## config.mk

```make
export PLATFORM = sky130hd
export DESIGN_NAME = counter_flat
export DESIGN_NICKNAME = d
export VERILOG_FILES = /design/src/rtl/counter_if.sv /design/src/rtl/counter.sv /design/src/flat_wrapper.sv
export SDC_FILE = /design/constraint.sdc
export NUM_CORES = 1
export LEC_CHECK = 0
export CAP_MARGIN = 20
export CORE_MARGIN = 5
export CORE_UTILIZATION = 35
export CTS_BUF_LIST = sky130_fd_sc_hd__clkbuf_16
export DETAILED_ROUTE_END_ITERATION = 16
export PLACE_DENSITY = 0.65
export SYNTH_ARGS = -nofsm -noshare
export SYNTH_HDL_FRONTEND = slang
export SYNTH_SLANG_ARGS = --single-unit
```

## constraint.sdc

```tcl
create_clock -name clk -period 2.7 [get_ports clk]
set_clock_uncertainty 0.15 [all_clocks]
set_input_delay 0.405 -clock clk [delete_from_list [all_inputs] [get_ports clk]]
set_output_delay 0.405 -clock clk [all_outputs]
set_load 0.02 [all_outputs]
```

## src/rtl/counter_if.sv

```systemverilog
// Control/status bundle for the up/down counter: count controls in, count and flags out.
interface counter_if #(
  parameter int WIDTH = 8
);
  logic             en;
  logic             up_dn;
  logic             load;
  logic [WIDTH-1:0] load_val;
  logic [WIDTH-1:0] out;
  logic             tc;
  logic             wrap;

  modport master (
    output en, up_dn, load, load_val,
    input  out, tc, wrap
  );

  modport slave (
    input  en, up_dn, load, load_val,
    output out, tc, wrap
  );
endinterface

```

## src/rtl/counter.sv

```systemverilog
// Up/down binary counter with synchronous enable, parallel load, terminal count and wrap pulse.
// Optional build macro COUNTER_SAT_EN: saturate at all-ones/zero instead of wrapping.
module counter #(
  parameter int          WIDTH = 8,
  parameter int unsigned STEP  = 1
) (
  input logic      clk,
  input logic      rst,
  counter_if.slave bus
);

  localparam logic [WIDTH:0] C_STEP = (WIDTH+1)'(STEP);

  logic [WIDTH-1:0] r_out;
  logic             r_wrap;

  logic [WIDTH:0]   w_sum_up;
  logic [WIDTH:0]   w_sum_dn;
  logic             w_carry;
  logic             w_borrow;
  logic [WIDTH-1:0] w_next;
  logic             w_wrap_next;

  // One extra bit on both paths exposes carry/borrow out of the WIDTH-bit count.
  assign w_sum_up = {1'b0, r_out} + C_STEP;
  assign w_sum_dn = {1'b0, r_out} - C_STEP;
  assign w_carry  = w_sum_up[WIDTH];
  assign w_borrow = w_sum_dn[WIDTH];

  always_comb begin
    w_next      = r_out;
    w_wrap_next = 1'b0;
    if (bus.load) begin
      w_next = bus.load_val;
    end else if (bus.en) begin
      if (bus.up_dn) begin
`ifdef COUNTER_SAT_EN
        w_next      = w_carry ? '1 : w_sum_up[WIDTH-1:0];
`else
        w_next      = w_sum_up[WIDTH-1:0];
`endif
        w_wrap_next = w_carry;
      end else begin
`ifdef COUNTER_SAT_EN
        w_next      = w_borrow ? '0 : w_sum_dn[WIDTH-1:0];
`else
        w_next      = w_sum_dn[WIDTH-1:0];
`endif
        w_wrap_next = w_borrow;
      end
    end
  end

  always_ff @(posedge clk or negedge rst) begin
    if (!rst) begin
      r_out  <= '0;
      r_wrap <= 1'b0;
    end else begin
      r_out  <= w_next;
      r_wrap <= w_wrap_next;
    end
  end

  assign bus.out  = r_out;
  assign bus.wrap = r_wrap;
  assign bus.tc   = bus.up_dn ? (&r_out) : ~(|r_out);

endmodule

```

## src/flat_wrapper.sv

```systemverilog
// flat-port wrapper written by rule: the top's interface ports become plain ports
module counter_flat 
#(
  parameter int          WIDTH = 8,
  parameter int unsigned STEP  = 1
)
  (clk, rst, bus_en, bus_up_dn, bus_load, bus_load_val, bus_out, bus_tc, bus_wrap);
  counter_if #(.WIDTH(WIDTH)) bus_i ();
  input logic clk;
  input logic rst;
  input wire logic [$bits(bus_i.en)-1:0] bus_en;
  input wire logic [$bits(bus_i.up_dn)-1:0] bus_up_dn;
  input wire logic [$bits(bus_i.load)-1:0] bus_load;
  input wire logic [$bits(bus_i.load_val)-1:0] bus_load_val;
  output wire logic [$bits(bus_i.out)-1:0] bus_out;
  output wire logic [$bits(bus_i.tc)-1:0] bus_tc;
  output wire logic [$bits(bus_i.wrap)-1:0] bus_wrap;
  assign bus_i.en = bus_en;
  assign bus_i.up_dn = bus_up_dn;
  assign bus_i.load = bus_load;
  assign bus_i.load_val = bus_load_val;
  assign bus_out = bus_i.out;
  assign bus_tc = bus_i.tc;
  assign bus_wrap = bus_i.wrap;
  counter #(.WIDTH(WIDTH), .STEP(STEP)) u_core (.clk(clk), .rst(rst), .bus(bus_i));
endmodule
```

Word-level counts from Yosys, hierarchy flattened

Index checks and enable logic that the tools add are counted.

$add $sub $neg: 2
Multipliers: 0
Divide/modulo/power cells: 0
Magnitude comparators: 0
Equality and inequality tests: 0
Shift operators: 0
Multiplexer cells: 7
Bitwise logic cells: 1
Reduce and logical (&&, ||, !) cells: 3

Operator list:

| kind                                             | number |
|---|---|
| 2-to-1 mux 8 bit                                 | 3 |
| adder 8 x 1 -> 9 bit, second input constant      | 1 |
| subtractor 8 x 1 -> 9 bit, second input constant | 1 |
| AND reduction 8 bit                              | 1 |
| OR reduction 8 bit                               | 1 |
| 2-to-1 mux 1 bit                                 | 4 |
| nonzero test 2 bit                               | 1 |
| inverter 1 bit                                   | 1 |

Bits in registers: 9
Latch bits: 0
Bits in writable memories: 0
Memory bits (read-only): 0
Input bits: 13
Output and inout port bits: 10
Logic and storage cells: 15
Memories kept: 0

Depth between registers and ports, before layout

Gate-level depths: netlist of the first run.

Depth after elaboration: 4
Gate-level depth with buffers: 6
Gate-level depth less buffers: 6

Worst setup path after synthesis of the first run

No wires, ideal clock.

Path kind: register -> output
Start: reg u_core.r_out[4], in the netlist u_core.bus.out[4]
End: out bus_tc
Data arrival time: 1.535 ns
Required time: 2.145 ns
Setup slack: 0.610 ns
Cell stages (with the launch flop): 5
Path buffers: 0
Cell sequence: dfrtp_1 > or3_4 > nor2_1 > nand3_1 > o21ai_0

Cells in the longest elaborated chain, start to end: 3
Elaborated cells between the ends (all ways): 4
Classes of those cells: mux (1); bitwise (1); reduce/logical (2)

RTL lines:

| item                   | line               | RTL |
|---|---|---|
| from (decl)            | counter.sv:14      | `logic [WIDTH-1:0] r_out;` |
| from (signal assigned) | counter.sv:59      | `r_out <= w_next;` |
| OR reduction 8 bit     | counter.sv:66      | `assign bus.tc = bus.up_dn ? (&r_out) : ~(\|r_out);` |
| inverter 1 bit         | counter.sv:66      |  |
| 2-to-1 mux 1 bit (*)   | counter.sv:66      |  |
| to (decl)              | flat_wrapper.sv:16 | `output wire logic [$bits(bus_i.tc)-1:0] bus_tc;` |

Every way passes the cells marked *; elsewhere a longest branch is shown, timed or not.

Final worst setup path of the first run

Same ends and word-level chain as after synthesis.

==> results of run 1 <==
==> stage by stage <==
step / cell area, um2 / setup slack (ns) / utilization, %
after global placement: 877 / 0.181 / 50.8
final: 958 / 0.509 / 55.5
after global routing: 958 / 0.365 / 55.5
after CTS: 956 / 0.0999 / 55.4
after floorplan: 637 / 0.610 / -
after detailed placement: 877 / 0.136 / 50.8
==> power groups by stage <==
| stage | clock network [mW] | registers [mW] | logic, mW |
|---|---|---|---|
| 5_1_grt | 0.276 | 0.186 | 0.166 |
| 4_1_cts | 0.267 | 0.180 | 0.153 |
| 3_3_place_gp | 0 | 0.181 | 0.150 |
| 3_5_place_dp | 0 | 0.182 | 0.152 |
| 6_report | 0.263 | 0.180 | 0.151 |
| 2_1_floorplan | 0 | 0.196 | 0.0680 |
==> worst max-delay path, stage by stage (launching register included) <==
cell and delay, ns:
sky130_fd_sc_hd__dfrtp_1 0.43, sky130_fd_sc_hd__or3_4 0.41, sky130_fd_sc_hd__nor2_1 0.11, sky130_fd_sc_hd__nand3_1 0.07, sky130_fd_sc_hd__o21ai_0 0.13, sky130_fd_sc_hd__dlymetal6s2s_1 0.25
==> sequential cells by signal, indices dropped and copies added (netlist names) <==
| register | count |
|---|---|
| u_core.bus.wrap | 1 |
| u_core.bus.out | 8 |
==> per-layer routing <==
metal / up-vias / wire (um) / global-route usage, %
li1: 304 / - / -
met1: 283 / 674 / 15.6
met2: 25 / 734 / 22.3
met3: 5 / 114 / 5.41
met4: 0 / 30 / 6.38
met5: - / 0 / 0
==> final timing paths <==
kind | startpoint | to | slack [ns] | depth (start not counted)
setup / recovery | u_core.bus.out[4]$_DFFE_PN0P_ | bus_tc | 0.51 | 5
hold / removal | rst | u_core.bus.wrap$_DFF_PN0_ | 0.32 | 1
setup reg to reg | u_core.bus.out[1]$_DFFE_PN0P_ | u_core.bus.out[4]$_DFFE_PN0P_ | 0.73 | 6
hold reg to reg | u_core.bus.out[7]$_DFFE_PN0P_ | u_core.bus.out[7]$_DFFE_PN0P_ | 0.47 | 2
max in group asynchronous | rst | u_core.bus.out[4]$_DFFE_PN0P_ | 1.77 | 1
min in group clk | u_core.bus.out[7]$_DFFE_PN0P_ | u_core.bus.out[7]$_DFFE_PN0P_ | 0.47 | 2
==> placed cells by master (no fill, tap or decap) <==
cell and n:
sky130_fd_sc_hd__dfrtp_1 9, sky130_fd_sc_hd__nand4_1 1, sky130_fd_sc_hd__o21ai_0 7, sky130_fd_sc_hd__and3_1 1
sky130_fd_sc_hd__and3_2 1, sky130_fd_sc_hd__or3b_1 1, sky130_fd_sc_hd__and4_1 1, sky130_fd_sc_hd__clkdlybuf4s50_1 21
sky130_fd_sc_hd__mux2i_1 1, sky130_fd_sc_hd__mux2_2 3, sky130_fd_sc_hd__clkbuf_16 3, sky130_fd_sc_hd__dlymetal6s2s_1 1
sky130_fd_sc_hd__or4_1 1, sky130_fd_sc_hd__nor3_1 1, sky130_fd_sc_hd__a32oi_1 1, sky130_fd_sc_hd__or3_1 1
sky130_fd_sc_hd__nand2_1 8, sky130_fd_sc_hd__inv_1 4, sky130_fd_sc_hd__a31oi_1 1, sky130_fd_sc_hd__nor2_1 7
sky130_fd_sc_hd__o211ai_1 1, sky130_fd_sc_hd__a2bb2oi_1 1, sky130_fd_sc_hd__or4b_1 1, sky130_fd_sc_hd__xor2_1 3
sky130_fd_sc_hd__a21boi_1 1, sky130_fd_sc_hd__or3_4 1, sky130_fd_sc_hd__buf_4 2, sky130_fd_sc_hd__nand3_1 3
sky130_fd_sc_hd__a21oi_1 1, sky130_fd_sc_hd__nor4_1 1, sky130_fd_sc_hd__ha_1 3, sky130_fd_sc_hd__o22ai_1 1
sky130_fd_sc_hd__xnor2_1 3
==> area by class of cell <==
| class | instances | area, um2 | share of cell area [%] |
|---|---|---|---|
| multi-input combinational | 56 | 374 | 39.0 |
| inverter | 3 | 11.3 | 1.17 |
| clock inverter | 1 | 3.75 | 0.392 |
| clock buffer | 3 | 75.1 | 7.83 |
| timing repair buffer | 24 | 238 | 24.8 |
| sequential | 9 | 225 | 23.5 |
| tap | 25 | 31.3 | 3.26 |
==> cell families (layout without fill, tap and decap cells) <==
group	after synthesis	count (layout)	share of synthesized area [%]
DFF	9	9	35.4
muxes	4	4	6.88
adders and majority gates	3	3	5.89
buffers and inverters	6	31	5.89
AOI/OAI and AO/OA	14	14	13.4
xor gates and xnor gates	6	6	8.25
and+or+nand+nor	29	29	24.4
==> results.rst, run 1 <==
.. list-table::
   :header-rows: 1

   * - Metric
     - Value
   * - Final Power
     - 0.594 mW
   * - Mean routed wirelength per cell
     - 12.8 um
   * - Setup CP Type
     - flip-flop to output pin
   * - Full die area
     - 2770 um2
   * - Fraction of layout cells with a size suffix above 1
     - 10.4%
   * - First-pass DRT Iterations
     - 4
   * - Wire length of the first global-routing pass
     - 2.74 mm
   * - Clock-pin slew on the worst setup and hold paths
     - 0.04 ns
   * - Number of library cell types mapped by synthesis
     - 31
   * - Clock root cell
     - sky130_fd_sc_hd__clkbuf_16
   * - Proportion of register bits with asynchronous set or reset after synthesis
     - 100%
   * - Standby leakage power
     - 0.410 nW
   * - Cells taking the most area after synthesis
     - sky130_fd_sc_hd__dfrtp_1, sky130_fd_sc_hd__ha_1, sky130_fd_sc_hd__o21ai_0, sky130_fd_sc_hd__mux2_2, sky130_fd_sc_hd__nand2_1
   * - Max capacitance violation total
     - 0
   * - Clock share of power
     - 44.3%
   * - Post-CTS setup buffer count
     - 0
   * - Number of buffers inserted by port buffering
     - 22
   * - Syn nets
     - 87
   * - Cts repair resizes
     - 0
   * - Main synth FF type
     - sky130_fd_sc_hd__dfrtp_1
   * - Most common cell in the synthesized netlist
     - sky130_fd_sc_hd__dfrtp_1
   * - Element type at the critical path end
     - output pin
   * - Share of the yosys chip area belonging to registers
     - ~35%
   * - Cell count after placement
     - 117
   * - P&R area growth vs syn
     - 50.5%
   * - Die Ht
     - 52.7 um
   * - Largest net degree at the start of global routing
     - 12
   * - Hold Buf Count CTS
     - 0
   * - TNS Setup
     - 0 ns
   * - Vias
     - 617
   * - Highest ir drop seen on vdd
     - 0.324 mV
   * - Detailed Place HPWL
     - 1.16 mm
   * - Number of rows created at floorplan
     - 15
   * - Unrepaired setup endpoints after global routing
     - false
   * - Critical path fanouts, max
     - 6
   * - Arrival time at the worst endpoint
     - 1.64 ns
   * - Cell accounting for the most synthesized area
     - sky130_fd_sc_hd__dfrtp_1
   * - Post-synthesis average cell area
     - 8.97 um2
   * - Ports placed on the boundary
     - 23
   * - Core Box Area
     - 1730 um2
   * - Global Route Usage Sum
     - 13.8%
   * - CTS tree
     - yes
   * - CTS Sinks
     - 9
   * - Pwr Density
     - 620 nW/um2
   * - Slew HR
     - 71.2%
   * - Width of the die
     - 52.7 um
   * - Instance count of the mapped netlist
     - 71
   * - Final weighted congestion of routability-driven global placement
     - 0.866
   * - Sequential cell fraction of total power
     - 30.4%
   * - Max Root-Sink Buffers
     - 2
   * - Fill cell count
     - 167
   * - Initial DRC Count
     - 3
   * - Area fraction of the dominant cell type after synthesis
     - a little over a third
   * - Number of register bits inferred by synthesis
     - 9
   * - Worst Max-Slew Pin Slew
     - 0.430 ns
   * - Worst-skew pair later-pin latency
     - 0.24 ns
   * - H-tree lvl count
     - 1
   * - Cts bufs inserted
     - 3
   * - Share of the clock period used by the worst path
     - 81.2%
   * - Type of the most critical hold path
     - input port to async pin
   * - Worst path required time
     - 2.14 ns
   * - Post-synth EDFFs
     - 0
   * - Status
     - completed
   * - Vias in the first global route
     - roughly 600
   * - Critical Path Start Type
     - flip-flop
   * - Drc violations
     - 0
   * - Post-route worst hold slack
     - 0.325 ns
   * - Share of total power consumed by net switching
     - 28.0%
   * - Power dissipated by switching net loads
     - 0.166 mW
   * - Detail Route Antenna Nets
     - 0
   * - Synth warn
     - 0
   * - Initial antenna violation count
     - 0
   * - Overflow left after global routing
     - 0
   * - Cell-internal power
     - 0.428 mW
   * - Diode count
     - 0
   * - Most frequent cells after synthesis
     - sky130_fd_sc_hd__dfrtp_1, sky130_fd_sc_hd__nand2_1, sky130_fd_sc_hd__nor2_1, sky130_fd_sc_hd__o21ai_0
   * - Final slew viol count
     - 0
   * - Total standard cell area after synthesis
     - between 600 and 700 um2
   * - F_max
     - ~0.46 GHz
   * - Vias per cell
     - 5.10
   * - Part of the power in combinational logic
     - 25.4%
   * - Final-report hold violation count
     - 0
   * - Number of failing setup endpoints in the final timing report
     - 0
   * - Finished Layout Cells
     - 121
   * - Nets@finish
     - ~110
   * - Initial Utilization
     - 36.9%
   * - Tmin final
     - 2.19 ns
   * - Wire length after detailed routing
     - 1.55 mm
No activity file was read; power rests on OpenSTA's default activity.
==> run 2, diff against run 1 <==
==> constraint.sdc (replaced) <==
create_clock -name clk -period 2.3 [get_ports clk]
set_clock_uncertainty 0.15 [all_clocks]
set_input_delay 0.345 -clock clk [delete_from_list [all_inputs] [get_ports clk]]
set_output_delay 0.345 -clock clk [all_outputs]
set_load 0.02 [all_outputs]
==> results.rst, run 2 (same netlist as run 1, synthesis figures left out) <==
.. list-table::
   :header-rows: 1

   * - Metric
     - Value
   * - Chain of cells forming the critical path
     - or3_4 -> nor2_1 -> nand3_1 -> o21ai_0 -> clkdlybuf4s15_1
   * - Critical Path Start Type
     - flip-flop
   * - Ports placed on the boundary
     - 23 (unchanged)
   * - Highest ir drop seen on vdd
     - 0.482 mV (+49%)
   * - Initial DRC Count
     - 10 (+7)
   * - Largest net degree at the start of global routing
     - 11 (-1)
   * - Overflow left after global routing
     - 0 (unchanged)
   * - Clock root cell
     - sky130_fd_sc_hd__clkbuf_16
   * - CTS tree
     - yes
   * - Final Worst Setup Slack
     - 0.162 ns (-0.347 ns)
   * - Cts bufs inserted
     - 3 (unchanged)
   * - Largest incremental delay on the critical path
     - 0.40 ns (-0.03 ns)
   * - Diode count
     - 0 (unchanged)
   * - Post-route worst hold slack
     - 0.281 ns (-0.0441 ns)
   * - Standby leakage power
     - 0.421 nW (+2.7%)
   * - Type of the most critical hold path
     - input port to async pin
   * - Number of failing setup endpoints in the final timing report
     - 0 (unchanged)
   * - Width of the die
     - 52.7 um (unchanged)
   * - Full die area
     - 2770 um2 (unchanged)
   * - Element type at the critical path end
     - output pin
   * - Fin area
     - 1000 um2 (+4.4%)
   * - Number of flip-flops under the largest register name
     - 8 (unchanged)
   * - Stages on worst setup path
     - 5 (unchanged)
   * - Vias in the first global route
     - 602 (unchanged)
   * - Nets@finish
     - 119 (+5.3%)
   * - Unrepaired setup endpoints after global routing
     - false
   * - Clock-pin slew on the worst setup and hold paths
     - 0.04 ns (about the same)
   * - Die Ht
     - 52.7 um (unchanged)
   * - H-tree lvl count
     - 1 (unchanged)
   * - Pwr Density
     - 716 nW/um2 (+15%)
   * - Sequential cell fraction of total power
     - 28.1% (-2.3 points)
   * - Final Power
     - 0.716 mW (+21%)
   * - Most common library cell in the layout ignoring fill and taps
     - sky130_fd_sc_hd__clkdlybuf4s50_1
   * - Power dissipated by switching net loads
     - 0.201 mW (+21%)
   * - Vias per cell
     - 4.96 (-2.7%)
   * - Core Box Area
     - 1730 um2 (unchanged)
   * - Commonest cells after routing, fill and taps aside
     - sky130_fd_sc_hd__clkdlybuf4s50_1, sky130_fd_sc_hd__dfrtp_1, sky130_fd_sc_hd__nand2_1, sky130_fd_sc_hd__buf_4
   * - Depth of the worst register-to-register path
     - 7 (+1)
   * - CTS Sinks
     - 9 (unchanged)
   * - Wire length of the first global-routing pass
     - 2.74 mm (unchanged)
   * - Standard cell area after detailed placement
     - 922 um2 (+5.1%)
   * - Arrival time at the worst endpoint
     - 1.64 ns (about the same)
   * - Number of buffers and inverters on the critical path
     - 1 (unchanged)
   * - Detail Route Antenna Nets
     - 0 (unchanged)
   * - Share of total power consumed by net switching
     - 28.0% (+0.054 points)
   * - Final-report hold violation count
     - 0 (unchanged)
   * - Final weighted congestion of routability-driven global placement
     - 0.794 (-8.4%)
   * - Share of the clock period used by the worst path
     - 92.9%
   * - F_max
     - 0.468 GHz
   * - P&R area growth vs syn
     - 57.2%
   * - Fraction of layout cells with a size suffix above 1
     - 15.7% (+5.3 points)
   * - Part of the power in combinational logic
     - 28.6% (+3.2 points)
   * - Detailed Place HPWL
     - 1.23 mm (+6.0%)
   * - Number of rows created at floorplan
     - 15 (unchanged)
   * - Slowest cell on crit path
     - sky130_fd_sc_hd__or3_4
   * - Number of buffers inserted by port buffering
     - 22 (unchanged)
   * - Setup CP Type
     - flip-flop to output pin
   * - Drc violations
     - 0 (unchanged)
   * - Status
     - completed
   * - Cell-internal power
     - 0.516 mW (+20%)
   * - Post-CTS setup buffer count
     - 0 (unchanged)
   * - Initial Utilization
     - 36.9% (unchanged)
   * - Clock share of power
     - 43.3% (-1.0 points)
   * - First-pass DRT Iterations
     - 4 (unchanged)
   * - Family of cells with the greatest summed delay on the critical path
     - simple AND/OR/NAND/NOR gates
   * - Vias
     - 630 (+2.1%)
   * - Global Route Usage Sum
     - 13.7% (-0.059 points)
   * - Tmin final
     - about 2.1 ns
   * - Max capacitance violation total
     - 0 (unchanged)
   * - Initial antenna violation count
     - 0 (unchanged)
   * - Final slew viol count
     - 0 (unchanged)
   * - Pre-CTS setup slack
     - -0.0800 ns (-0.216 ns)
   * - Critical path fanouts, max
     - 3 (-3)
   * - Slew HR
     - 68.8% (-2.4 points)
   * - Worst Max-Slew Pin Slew
     - 0.466 ns (+0.0364 ns)
   * - Max Root-Sink Buffers
     - 2 (unchanged)
   * - Worst path required time
     - 1.80 ns (-0.34 ns)
   * - Worst-skew pair later-pin latency
     - 0.24 ns (about the same)
   * - Mean routed wirelength per cell
     - 12.8 um (-0.13%)
   * - Wire length after detailed routing
     - 1.63 mm (+4.8%)
[run 2: cell count changes in the layout (fill, tap and decap cells not counted), sizes merged]
cell | previous run | this run
clkdlybuf4s15 | 0 | 1
dlymetal6s2s | 1 | 0
buf | 2 | 8
[run 2: timing repair]
| item | 4_1_cts | 5_1_grt |
|---|---|---|
| setup endpoints to repair | 1 | 1 |
| hold buffers | 0 | 0 |
| gates resized for setup | 1 | 1 |
| hold endpoints to repair | 0 | 0 |
[run 2: cell type report]
class	instances	area (um2)
clock buffers	3	75.1
clock inverters	1	3.75
fillers	165	726
inverters	3	11.3
multi-input cells	56	374
flip-flops and latches	9	225
well taps	25	31.3
repair buffers	30	280
[run 2: path summary, 6_finish.rpt]
kind,startpoint,endpoint,slack (ns)
hold / removal,rst,u_core.bus.wrap$_DFF_PN0_,0.28
min in group clk,u_core.bus.out[7]$_DFFE_PN0P_,u_core.bus.out[7]$_DFFE_PN0P_,0.49
hold reg to reg,u_core.bus.out[7]$_DFFE_PN0P_,u_core.bus.out[7]$_DFFE_PN0P_,0.49
setup / recovery,u_core.bus.out[4]$_DFFE_PN0P_,bus_tc,0.16
max in group asynchronous,rst,u_core.bus.out[5]$_DFFE_PN0P_,1.40
setup reg to reg,u_core.bus.out[0]$_DFFE_PN0P_,u_core.bus.out[4]$_DFFE_PN0P_,0.23
[run 2: worst reg2reg max path, cell delays in order, from the launching register on]
cell                       delay, ns
sky130_fd_sc_hd__dfrtp_1        0.37
sky130_fd_sc_hd__buf_4          0.15
sky130_fd_sc_hd__inv_1          0.08
sky130_fd_sc_hd__ha_1           0.18
sky130_fd_sc_hd__or4b_1         0.44
sky130_fd_sc_hd__a21boi_1       0.20
sky130_fd_sc_hd__xor2_1         0.10
sky130_fd_sc_hd__mux2_2         0.27
[run 2: power by group through the flow]
stage / Sequential [mW] / Combinational, mW / Clock, mW
3_3_place_gp: 0.203 / 0.202 / 0
5_1_grt: 0.205 / 0.223 / 0.325
4_1_cts: 0.202 / 0.207 / 0.316
6_report: 0.202 / 0.205 / 0.310
2_1_floorplan: 0.230 / 0.0798 / 0
3_5_place_dp: 0.204 / 0.205 / 0
[run 2: per-stage QoR]
step | utilization, % | instances | setup TNS (ns)
final | 58.0 | 127 | 0
after global routing | 58.0 | 127 | 0
after CTS | 57.9 | 127 | 0
after detailed placement | 53.4 | 123 | -0.0800
after global placement | 53.4 | 123 | -0.0704
after floorplan | - | 71 | 0
[run 2: per-layer routing]
layer  GRT usage (%)  vias to the layer above  routed length (um)
met5               0                        -                   0
met4            5.96                        0                  20
met3            5.98                        2                 130
met2            20.9                       21                 730
met1            16.5                      292                 747
li1                -                      315                   -
==> run 3, diff against run 2 <==
--- a/config.mk
+++ b/config.mk
@@ -10,7 +10,7 @@
 export CORE_UTILIZATION = 35
 export CTS_BUF_LIST = sky130_fd_sc_hd__clkbuf_16
 export DETAILED_ROUTE_END_ITERATION = 16
-export PLACE_DENSITY = 0.65
+export DONT_BUFFER_PORTS = 1
 export SYNTH_ARGS = -nofsm -noshare
 export SYNTH_HDL_FRONTEND = slang
 export SYNTH_SLANG_ARGS = --single-unit
==> constraint.sdc (replaced) <==
create_clock -name clk -period 2.1 [get_ports clk]
set_clock_uncertainty 0.15 [all_clocks]
set_input_delay 0.315 -clock clk [delete_from_list [all_inputs] [get_ports clk]]
set_output_delay 0.315 -clock clk [all_outputs]
set_load 0.02 [all_outputs]
==> results.rst, run 3 (same netlist as run 1, synthesis figures left out) <==
.. list-table::
   :header-rows: 1

   * - Metric
     - Value
   * - Detail Route Antenna Nets
     - 0 (unchanged)
   * - First-pass DRT Iterations
     - 3 (-1)
   * - Clock-pin slew on the worst setup and hold paths
     - 0.04 ns (about the same)
   * - Most common library cell in the layout ignoring fill and taps
     - sky130_fd_sc_hd__dfrtp_1
   * - Arrival time at the worst endpoint
     - 1.53 ns (-0.11 ns)
   * - Critical path fanouts, max
     - 4 (+1)
   * - Full die area
     - 2770 um2 (unchanged)
   * - Core Box Area
     - 1730 um2 (unchanged)
   * - Standby leakage power
     - 0.342 nW (-19%)
   * - Worst Max-Slew Pin Slew
     - 0.445 ns (-0.0217 ns)
   * - Slew HR
     - 70.3% (+1.4 points)
   * - Initial DRC Count
     - 4 (-6)
   * - CTS Sinks
     - 9 (unchanged)
   * - Element type at the critical path end
     - output pin
   * - Die Ht
     - 52.7 um (unchanged)
   * - Drc violations
     - 0 (unchanged)
   * - Number of flip-flops under the largest register name
     - 8 (unchanged)
   * - Nets@finish
     - 98 (-18%)
   * - Number of rows created at floorplan
     - 15 (unchanged)
   * - Width of the die
     - 52.7 um (unchanged)
   * - Setup CP Type
     - flip-flop to output pin
   * - Pwr Density
     - 901 nW/um2 (+26%)
   * - H-tree lvl count
     - 1 (unchanged)
   * - Status
     - completed
   * - Fin util
     - 47.0% (-11 points)
   * - Highest ir drop seen on vdd
     - 0.579 mV (+20%)
   * - Initial antenna violation count
     - 0 (unchanged)
   * - Ports placed on the boundary
     - 23 (unchanged)
   * - Final slew viol count
     - 0 (unchanged)
   * - Share of the clock period used by the worst path
     - 94.9%
   * - Number of failing setup endpoints in the final timing report
     - 0 (unchanged)
   * - Largest net degree at the start of global routing
     - 12 (+1)
   * - Fraction of layout cells with a size suffix above 1
     - 21.0% (+5.3 points)
   * - Clock root cell
     - sky130_fd_sc_hd__clkbuf_16
   * - Max Root-Sink Buffers
     - 2 (unchanged)
   * - Unrepaired setup endpoints after global routing
     - true
   * - Worst path required time
     - 1.63 ns (-0.17 ns)
   * - Fill cell count
     - 183 (+11%)
   * - Mean routed wirelength per cell
     - 14.8 um (+16%)
   * - CTS tree
     - yes
   * - Global Route Usage Sum
     - 13.6% (-0.067 points)
   * - Wire length after detailed routing
     - 1.57 mm (-3.4%)
   * - Vias in the first global route
     - 555 (-7.8%)
   * - Final-report hold violation count
     - 0 (unchanged)
   * - Worst-skew pair later-pin latency
     - 0.24 ns (about the same)
   * - Tmin final
     - 1.99 ns
   * - Diode count
     - 0 (unchanged)
   * - F_max
     - between 0.5 and 0.6 GHz
   * - Critical Path Start Type
     - flip-flop
   * - Type of the most critical hold path
     - input port to flip-flop
   * - Vias per cell
     - 5.16 (+4.0%)
   * - Commonest cells after routing, fill and taps aside
     - sky130_fd_sc_hd__dfrtp_1, sky130_fd_sc_hd__nand2_1, sky130_fd_sc_hd__nor2_1, sky130_fd_sc_hd__o21ai_0, sky130_fd_sc_hd__buf_4
   * - TNS Setup
     - 0 ns (unchanged)
   * - P&R area growth vs syn
     - 27.3%
   * - Fin area
     - 811 um2 (-19%)
   * - Final weighted congestion of routability-driven global placement
     - 0.738 (-7.0%)
   * - Cts bufs inserted
     - 3 (unchanged)
   * - Number of buffers inserted by port buffering
     - 0 (-100%)
   * - Vias
     - 547 (-13%)
   * - Initial Utilization
     - 36.9% (unchanged)
   * - Detailed Place HPWL
     - 1.20 mm (-2.4%)
   * - Overflow left after global routing
     - 0 (unchanged)
   * - Wire length of the first global-routing pass
     - 2.62 mm (-4.3%)
   * - Standard cell area after detailed placement
     - 694 um2 (-25%)
   * - Max capacitance violation total
     - 0 (unchanged)
[run 3: changes by cell type in the layout (fill, tap and decap cells not counted)]
cell | before | now
sky130_fd_sc_hd__o21ai_0 | 7 | 6
sky130_fd_sc_hd__o21ai_1 | 0 | 1
sky130_fd_sc_hd__dlygate4sd3_1 | 0 | 1
sky130_fd_sc_hd__clkdlybuf4s15_1 | 1 | 0
sky130_fd_sc_hd__ha_1 | 3 | 2
sky130_fd_sc_hd__buf_4 | 8 | 6
sky130_fd_sc_hd__buf_6 | 0 | 2
sky130_fd_sc_hd__ha_4 | 0 | 1
sky130_fd_sc_hd__clkdlybuf4s50_1 | 21 | 0
[run 3: area by class of cell]
class | count | area [um2] | share of cell area (%)
well taps | 25 | 31.3 | 3.86
clock buffers | 3 | 75.1 | 9.26
multi-input cells | 56 | 387 | 47.7
clock inverters | 1 | 3.75 | 0.463
repair buffers | 9 | 77.6 | 9.57
flip-flops and latches | 9 | 225 | 27.8
inverters | 3 | 11.3 | 1.39
[run 3: critical path, stage by stage (launching register included)]
cell and delay [ns]:
sky130_fd_sc_hd__dfrtp_1 0.38, sky130_fd_sc_hd__buf_6 0.15, sky130_fd_sc_hd__ha_4 0.13, sky130_fd_sc_hd__nand4_1 0.15
sky130_fd_sc_hd__nor2_1 0.12, sky130_fd_sc_hd__nand3_1 0.10, sky130_fd_sc_hd__o21ai_1 0.10, sky130_fd_sc_hd__buf_4 0.15
[run 3: power by group]
part           switching (mW)  internal (mW)  leakage, nW
logic                  0.0874         0.0784        0.192
registers              0.0308          0.195        0.108
clock network          0.0897          0.249       0.0423
[run 3: through the flow]
| stage | worst slack [ns] | instances | total power [mW] | hold slack (ns) |
|---|---|---|---|---|
| finish | 0.107 | 106 | 0.731 | 0.0318 |
| CTS | 0.00325 | 105 | 0.734 | 0.0280 |
| floorplan | 0.100 | 71 | 0.340 | -0.131 |
| global route | -0.0335 | 106 | 0.773 | 0.0267 |
| global placement | 0.272 | 100 | 0.378 | -0.130 |
| detailed placement | 0.241 | 100 | 0.382 | -0.130 |
[run 3: path summary, 6_finish.rpt]
path | slack [ns] | to | from | depth (start not counted)
max in group asynchronous | 1.18 | u_core.bus.out[3]$_DFFE_PN0P_ | rst | 1
min in group asynchronous | 0.31 | u_core.bus.out[7]$_DFFE_PN0P_ | rst | 1
min reg2reg | 0.51 | u_core.bus.wrap$_DFF_PN0_ | u_core.bus.out[4]$_DFFE_PN0P_ | 3
min | 0.03 | u_core.bus.out[0]$_DFFE_PN0P_ | bus_load | 1
max | 0.11 | bus_tc | u_core.bus.out[1]$_DFFE_PN0P_ | 7
max reg2reg | 0.22 | u_core.bus.out[4]$_DFFE_PN0P_ | u_core.bus.out[0]$_DFFE_PN0P_ | 6
[run 3: repair_timing]
action	in CTS	in global routing
resized for setup	0	5
endpoints found under the setup margin	0	1
endpoints found under the hold margin	9	0
setup buffers	0	1
hold buffers	1	0
[run 3: per-layer routing]
| metal | vias to the layer above | part of all wire [%] | global-route usage (%) |
|---|---|---|---|
| li1 | 274 | - | - |
| met1 | 246 | 42 | 15.4 |
| met2 | 24 | 44 | 20.0 |
| met3 | 3 | 12 | 7.41 |
| met4 | 0 | 1.9 | 7.66 |
| met5 | - | 0 | 0 |
